<file path="src/rtl/matrix_mult_seq_rect.sv">
`default_nettype none
// +----------------------------------------------------------------------------+
// | matrix_mult_seq_rect                                                       |
// | Sequential R x K by K x C matrix multiplier using one shared MAC per clock,|
// | with start/busy/done handshake, operand capture and accumulate mode.       |
// | Revision: 1.0                                                              |
// +----------------------------------------------------------------------------+
module matrix_mult_seq_rect #(
   parameter int R      = 3,
   parameter int K      = 3,
   parameter int C      = 3,
   parameter int M      = 8,
   parameter int W      = 32,
   parameter bit SIGNED = 1'b0
) (
   input  logic               clk,
   input  logic               rst_n,
   input  logic               start,
   input  logic               acc_en,
   input  logic [M*R*K-1:0]   x,
   input  logic [M*K*C-1:0]   y,
   output logic [W*R*C-1:0]   o,
   output logic               busy,
   output logic               done
);

   localparam int IW  = (R > 1) ? $clog2(R) : 1;
   localparam int JW  = (C > 1) ? $clog2(C) : 1;
   localparam int KW  = (K > 1) ? $clog2(K) : 1;
   localparam int XIW = (M*R*K > 1) ? $clog2(M*R*K) : 1;
   localparam int YIW = (M*K*C > 1) ? $clog2(M*K*C) : 1;
   localparam int OIW = (W*R*C > 1) ? $clog2(W*R*C) : 1;

   localparam logic [IW-1:0] c_IMAX = IW'(R - 1);
   localparam logic [JW-1:0] c_JMAX = JW'(C - 1);
   localparam logic [KW-1:0] c_KMAX = KW'(K - 1);

   localparam logic [0:0] S_IDLE = 1'b0;
   localparam logic [0:0] S_RUN  = 1'b1;

   logic [0:0]         r_state;
   logic [0:0]         w_state_nxt;
   logic [IW-1:0]      r_i;
   logic [JW-1:0]      r_j;
   logic [KW-1:0]      r_k;
   logic [W-1:0]       r_acc;
   logic               r_acc_en;
   logic               r_done;
   logic [M*R*K-1:0]   r_x;
   logic [M*K*C-1:0]   r_y;
   logic [W*R*C-1:0]   r_o;

   logic [XIW-1:0]     w_xbase;
   logic [YIW-1:0]     w_ybase;
   logic [OIW-1:0]     w_obase;
   logic [M-1:0]       w_xel;
   logic [M-1:0]       w_yel;
   logic [W-1:0]       w_xe;
   logic [W-1:0]       w_ye;
   logic [W-1:0]       w_p;
   logic [W-1:0]       w_v;
   logic [W-1:0]       w_onew;
   logic               w_ilast;
   logic               w_jlast;
   logic               w_klast;
   logic               w_last;

   // Bit offsets of the current X, Y and O elements in their row-major buses
   always_comb begin
      w_xbase = XIW'(M * (K * int'(r_i) + int'(r_k)));
      w_ybase = YIW'(M * (C * int'(r_k) + int'(r_j)));
      w_obase = OIW'(W * (C * int'(r_i) + int'(r_j)));
   end

   assign w_xel = r_x[w_xbase +: M];
   assign w_yel = r_y[w_ybase +: M];

   generate
      if (SIGNED) begin : g_signed
         assign w_xe = W'($signed(w_xel));
         assign w_ye = W'($signed(w_yel));
      end else begin : g_unsigned
         assign w_xe = W'(w_xel);
         assign w_ye = W'(w_yel);
      end
   endgenerate

   assign w_p     = w_xe * w_ye;
   assign w_v     = r_acc + w_p;
   assign w_onew  = r_acc_en ? (r_o[w_obase +: W] + w_v) : w_v;

   assign w_ilast = (r_i == c_IMAX);
   assign w_jlast = (r_j == c_JMAX);
   assign w_klast = (r_k == c_KMAX);
   assign w_last  = w_ilast & w_jlast & w_klast;

   always_ff @(posedge clk or negedge rst_n) begin
      if (!rst_n) begin
         r_state <= S_IDLE;
      end else begin
         r_state <= w_state_nxt;
      end
   end

   always_comb begin
      w_state_nxt = r_state;
      case (r_state)
         S_IDLE:  if (start)  w_state_nxt = S_RUN;
         S_RUN:   if (w_last) w_state_nxt = S_IDLE;
         default: w_state_nxt = S_IDLE;
      endcase
   end

   always_comb begin
      busy = (r_state == S_RUN);
      done = r_done;
      o    = r_o;
   end

   always_ff @(posedge clk or negedge rst_n) begin
      if (!rst_n) begin
         r_i      <= '0;
         r_j      <= '0;
         r_k      <= '0;
         r_acc    <= '0;
         r_acc_en <= 1'b0;
         r_done   <= 1'b0;
         r_x      <= '0;
         r_y      <= '0;
         r_o      <= '0;
      end else begin
         r_done <= 1'b0;
         case (r_state)
            S_IDLE: begin
               if (start) begin
                  r_x      <= x;
                  r_y      <= y;
                  r_acc_en <= acc_en;
                  r_i      <= '0;
                  r_j      <= '0;
                  r_k      <= '0;
                  r_acc    <= '0;
               end
            end
            S_RUN: begin
               if (!w_klast) begin
                  r_acc <= w_v;
                  r_k   <= r_k + KW'(1);
               end else begin
                  // Final product of the dot product goes straight to O
                  r_o[w_obase +: W] <= w_onew;
                  r_acc             <= '0;
                  r_k               <= '0;
                  if (w_jlast) begin
                     r_j <= '0;
                     r_i <= w_ilast ? '0 : r_i + IW'(1);
                  end else begin
                     r_j <= r_j + JW'(1);
                  end
                  if (w_ilast && w_jlast) begin
                     r_done <= 1'b1;
                  end
               end
            end
            default: ;
         endcase
      end
   end

endmodule
`default_nettype wire

</file>
<file path="config.mk">
export PLATFORM = sky130hd
export DESIGN_NAME = matrix_mult_seq_rect
export DESIGN_NICKNAME = d
export VERILOG_FILES = /design/src/rtl/matrix_mult_seq_rect.sv
export SDC_FILE = /design/constraint.sdc
export NUM_CORES = 1
export LEC_CHECK = 0
export CAP_MARGIN = 20
export CORE_MARGIN = 10
export CORE_UTILIZATION = 49
export CTS_CLUSTER_DIAMETER = 150
export DETAILED_ROUTE_END_ITERATION = 16
export HOLD_SLACK_MARGIN = 0.08
export PLACE_DENSITY = 0.81
export SYNTH_ARGS = -nofsm -noshare
export SYNTH_HDL_FRONTEND = slang
export SYNTH_SLANG_ARGS = --single-unit
export TNS_END_PERCENT = 1
</file>
<file path="constraint.sdc">
create_clock -name clk -period 8.7 [get_ports clk]
set_clock_uncertainty 0.05 [all_clocks]
set_input_delay 0.87 -clock clk [delete_from_list [all_inputs] [get_ports clk]]
set_output_delay 0.87 -clock clk [all_outputs]
set_load 0.02 [all_outputs]
</file>
==> impl_results.html <==
<table>
<tr><th>Metric</th><th>Value</th></tr>
<tr><th colspan="2">Outcome</th></tr>
<tr><td>Status</td><td>complete, but fails checks</td></tr>
<tr><td>Failing checks</td><td>negative setup slack</td></tr>
<tr><th colspan="2">CTS</th></tr>
<tr><td>CTS H-Tree Depth</td><td>2</td></tr>
<tr><td>Clock tree from TritonCTS</td><td>built</td></tr>
<tr><td>CTS max path bufs</td><td>3</td></tr>
<tr><td>Number of sinks on the clock net</td><td>~470</td></tr>
<tr><td>Hold buffers post-CTS</td><td>0</td></tr>
<tr><td>Clock transition time at the flip-flop clock pins of the worst setup and hold paths</td><td>0.07 ns</td></tr>
<tr><td>Worst skew pair latency</td><td>0.61 ns</td></tr>
<tr><td>Clk root buf</td><td>clkbuf_16</td></tr>
<tr><td>TritonCTS Buffers</td><td>50</td></tr>
<tr><th colspan="2">Yosys</th></tr>
<tr><td>Xor-xnor portion of the synthesized cell area</td><td>1.45%</td></tr>
<tr><td>Synthesized net count</td><td>2,825</td></tr>
<tr><td>Synthesized flop and latch total</td><td>approximately 470</td></tr>
<tr><td>EDFF count, synth</td><td>0</td></tr>
<tr><td>Leading cell types by total area after synthesis</td><td>dfrtp_1, mux4_2, mux2_2, nand2_1, o21ai_0</td></tr>
<tr><td>Multiplexer area fraction after synthesis</td><td>between 10% and 20%</td></tr>
<tr><td>Fraction of the yosys area taken by sequential cells</td><td>between 40% and 50%</td></tr>
<tr><td>Largest family of logic cells by synthesized area</td><td>multiplexers</td></tr>
<tr><td>Area fraction of the dominant cell type after synthesis</td><td>43.8%</td></tr>
<tr><td>Synth area leader</td><td>dfrtp_1</td></tr>
<tr><td>Yosys warnings</td><td>0</td></tr>
<tr><td>Distinct cell type count of the synthesized netlist</td><td>89</td></tr>
<tr><td>Flip-flop cell with the highest count after synthesis</td><td>dfrtp_1</td></tr>
<tr><td>Avg Synthesized Cell Area</td><td>between 10 and 15 um2</td></tr>
<tr><td>Arithmetic-cell share of the synthesized area counting full adders, half adders and majority gates</td><td>under 10%</td></tr>
<tr><td>Post-synthesis instance area</td><td>about 27,000 um2</td></tr>
<tr><td>Synth Area in Simple Gates</td><td>a little under an eighth</td></tr>
<tr><td>Synthesized netlist cell count</td><td>2,532</td></tr>
<tr><td>Async set-reset flop share out of synthesis</td><td>100%</td></tr>
<tr><td>Post-synthesis compound-gate area fraction</td><td>13.7%</td></tr>
<tr><th colspan="2">Die</th></tr>
<tr><td>Initial Utilization</td><td>about half</td></tr>
<tr><td>Floorplan Core Area</td><td>approximately 55,000 um2</td></tr>
<tr><td>Std-Cell Rows</td><td>86</td></tr>
<tr><td>DIE AREA</td><td>approximately 65,000 um2</td></tr>
<tr><td>Number of top-level design ports</td><td>roughly 440</td></tr>
<tr><td>Die Span X</td><td>255 um</td></tr>
<tr><td>Vertical die dimension</td><td>255 um</td></tr>
<tr><th colspan="2">Route</th></tr>
<tr><td>Remaining antenna violation count after routing</td><td>0</td></tr>
<tr><td>Starting DRT DRC Count</td><td>just under 2,000</td></tr>
<tr><td>Iteration count of the initial detailed-routing pass</td><td>5</td></tr>
<tr><td>Final routed DRC violation total</td><td>0</td></tr>
<tr><td>Detailed-route wire length per cell</td><td>24.8 um</td></tr>
<tr><td>Via density</td><td>6.10</td></tr>
<tr><td>Total Routed Length</td><td>96.2 mm</td></tr>
<tr><td>DR vias</td><td>about 24,000</td></tr>
<tr><th colspan="2">Final layout</th></tr>
<tr><td>FF/Latch Area</td><td>roughly 12,000 um2</td></tr>
<tr><td>Count of placed standard cells in the final layout, fillers left out</td><td>3,883</td></tr>
<tr><td>Ratio of cells with drive above 1 in the final layout</td><td>a little over a quarter</td></tr>
<tr><td>Final-stage net count</td><td>~3,400</td></tr>
<tr><td>Utilization after layout</td><td>between 60% and 70%</td></tr>
<tr><td>Footprint of the multi-input gates</td><td>~15,000 um2</td></tr>
<tr><td>Total of fill cells in the finished design</td><td>about 4,000</td></tr>
<tr><td>Layout area overhead</td><td>36.3%</td></tr>
<tr><th colspan="2">STA</th></tr>
<tr><td>Maximum operating frequency</td><td>roughly 0.11 GHz</td></tr>
<tr><td>Final setup fails</td><td>17</td></tr>
<tr><td>Share of the clock period used by the worst path after layout</td><td>101%</td></tr>
<tr><td>Tightest Pin Transition</td><td>1.02 ns</td></tr>
<tr><td>Number of max-slew violations in the final report</td><td>0</td></tr>
<tr><td>Setup repair after global routing missed its margin</td><td>true</td></tr>
<tr><td>Relative slew slack</td><td>approximately a third</td></tr>
<tr><td>Hold slack final</td><td>around 0.27 ns</td></tr>
<tr><td>Number of hold-slack violations in the final timing report</td><td>0</td></tr>
<tr><td>Final critical-path setup slack</td><td>-0.0709 ns</td></tr>
<tr><td>Shortest period the worst path allows</td><td>8.77 ns</td></tr>
<tr><th colspan="2">GRT</th></tr>
<tr><td>Wire length of the first global-routing pass</td><td>approximately 140 mm</td></tr>
<tr><td>Total global routing overflow</td><td>0</td></tr>
<tr><td>Total routing resource utilization after global routing</td><td>roughly 28%</td></tr>
<tr><td>Number of antenna violations at the first check in global routing</td><td>7</td></tr>
<tr><td>Via count of the first global-routing pass</td><td>~24,000</td></tr>
<tr><td>Pin count of the biggest net entering global routing</td><td>around 160</td></tr>
<tr><th colspan="2">Setup path</th></tr>
<tr><td>Kind of critical path</td><td>register to register</td></tr>
<tr><td>Worst path slowest cell</td><td>fa_2</td></tr>
<tr><td>Worst R2R Path Depth</td><td>36</td></tr>
<tr><td>Worst Path Arrival</td><td>between 9 and 10 ns</td></tr>
<tr><td>Critical path data required time</td><td>9.12 ns</td></tr>
<tr><td>Largest stage delay, worst path</td><td>~0.63 ns</td></tr>
<tr><td>Max FO, Critical Path</td><td>7</td></tr>
<tr><td>Startpoint type of the worst setup path</td><td>register</td></tr>
<tr><td>Endpoint type of the worst setup path</td><td>register</td></tr>
<tr><th colspan="2">Place</th></tr>
<tr><td>Cell count after placement</td><td>about 3,700</td></tr>
<tr><td>Place WS</td><td>-0.388 ns</td></tr>
<tr><td># port buffers</td><td>437</td></tr>
<tr><td>Last weighted congestion value of the routability-driven placer</td><td>0.943</td></tr>
<tr><td>DP Wirelength</td><td>between 60 and 70 mm</td></tr>
<tr><th colspan="2">Worst hold path</th></tr>
<tr><td>Worst min-delay path class</td><td>input port to async pin</td></tr>
<tr><th colspan="2">Flow run</th></tr>
<tr><td>Max-capacitance violation count</td><td>0</td></tr>
</table>
==> flip-flops by register name, indices dropped and copies added (netlist names) <==
name and cells:
r_x 72, r_acc_en 1, busy 1, r_y 72, done 1, o 288
r_k 2, r_j 2, r_acc 32, r_i 2
==> final timing paths <==
kind                            end  slack, ns      from
min                          o[103]       0.27     rst_n
max reg2reg                  o[159]      -0.07    r_j[1]
min in group clk           r_acc[4]       0.44  r_acc[4]
max                          o[159]      -0.07    r_j[1]
max in group asynchronous   r_x[22]       6.85     rst_n
min reg2reg                r_acc[4]       0.44  r_acc[4]
==> per-layer routing <==
layer  track usage (%)  share of wire [%]  vias to the layer above
met5                 0              0.045                        -
met4              14.0                6.1                        6
met3              5.56                8.2                      331
met2              47.5                 49                     1209
met1              34.1                 36                    11800
li1                  -                  -                    10300
==> kinds of logic after synthesis <==
family / after synthesis
compound gates: 584
xor+xnor: 44
fa+ha+maj: 145
buf+inv: 268
flops: 473
mux: 321
simple gates: 697
==> Yosys cell counts (46+ instances only) <==
| master | count |
|---|---|
| dfrtp_1 | 473 |
| nand2_1 | 353 |
| o21ai_0 | 248 |
| mux2_2 | 174 |
| nor2_1 | 137 |
| clkbuf_1 | 120 |
| inv_1 | 109 |
| mux4_2 | 96 |
| ha_1 | 90 |
| a21oi_1 | 71 |
| o31ai_1 | 61 |
| nand3_1 | 59 |
| fa_1 | 55 |
| mux2i_1 | 46 |
==> cells in the final DEF, fill, tap and decap left out, types with 11 or more instances in the layout <==
cell type,n
a21o_1,22
a21oi_1,49
a21oi_2,19
a22o_1,23
and2_1,17
buf_4,242
buf_6,19
clkbuf_1,12
clkbuf_16,51
clkdlybuf4s50_1,436
dfrtp_1,472
fa_1,47
ha_1,73
ha_4,15
inv_1,102
mux2_2,168
mux2i_1,41
mux4_2,96
nand2_1,343
nand2b_1,26
nand3_1,51
nand4_1,17
nor2_1,121
nor2_2,15
nor3_1,18
o21ai_0,210
o21ai_1,52
o21ai_2,17
o31ai_1,54
or2_2,11
xnor2_1,21
==> critical path, delay by kind of cell, from the launching register on <==
| kind | cells | cell delay, ns |
|---|---|---|
| adders and majority gates | 9 | 3.99 |
| and+or+nand+nor | 10 | 1.87 |
| AOI/OAI and AO/OA | 7 | 1.12 |
| buffers and inverters | 9 | 1.01 |
| DFF | 1 | 0.37 |
| muxes | 1 | 0.22 |
==> final cells by class <==
type,count,area share (%)
Multi-Input combinational cell,1796,41.8
Sequential cell,473,32.1
Timing Repair Buffer,711,18.1
Clock buffer,69,3.78
Tap cell,704,2.39
Inverter,109,1.12
Clock inverter,18,0.642
Antenna cell,3,0.0204
==> what timing repair did <==
action	in CTS	in global routing
pin swaps	25	117
hold endpoints to repair	0	0
buffers inserted	9	32
endpoints found under the setup margin	127	161
gates cloned	3	5
gates resized for setup	56	219
==> through the flow <==
step,setup TNS [ns],area [um2]
floorplan,0,27100
global placement,-0.0119,33600
detailed placement,-17.82,33600
CTS,-0.00803,35600
global route,-18.42,36800
finish,-0.715,36800
Power is not shown: default switching activity piles up to over one toggle a cycle in this logic, so the estimate is an artifact.
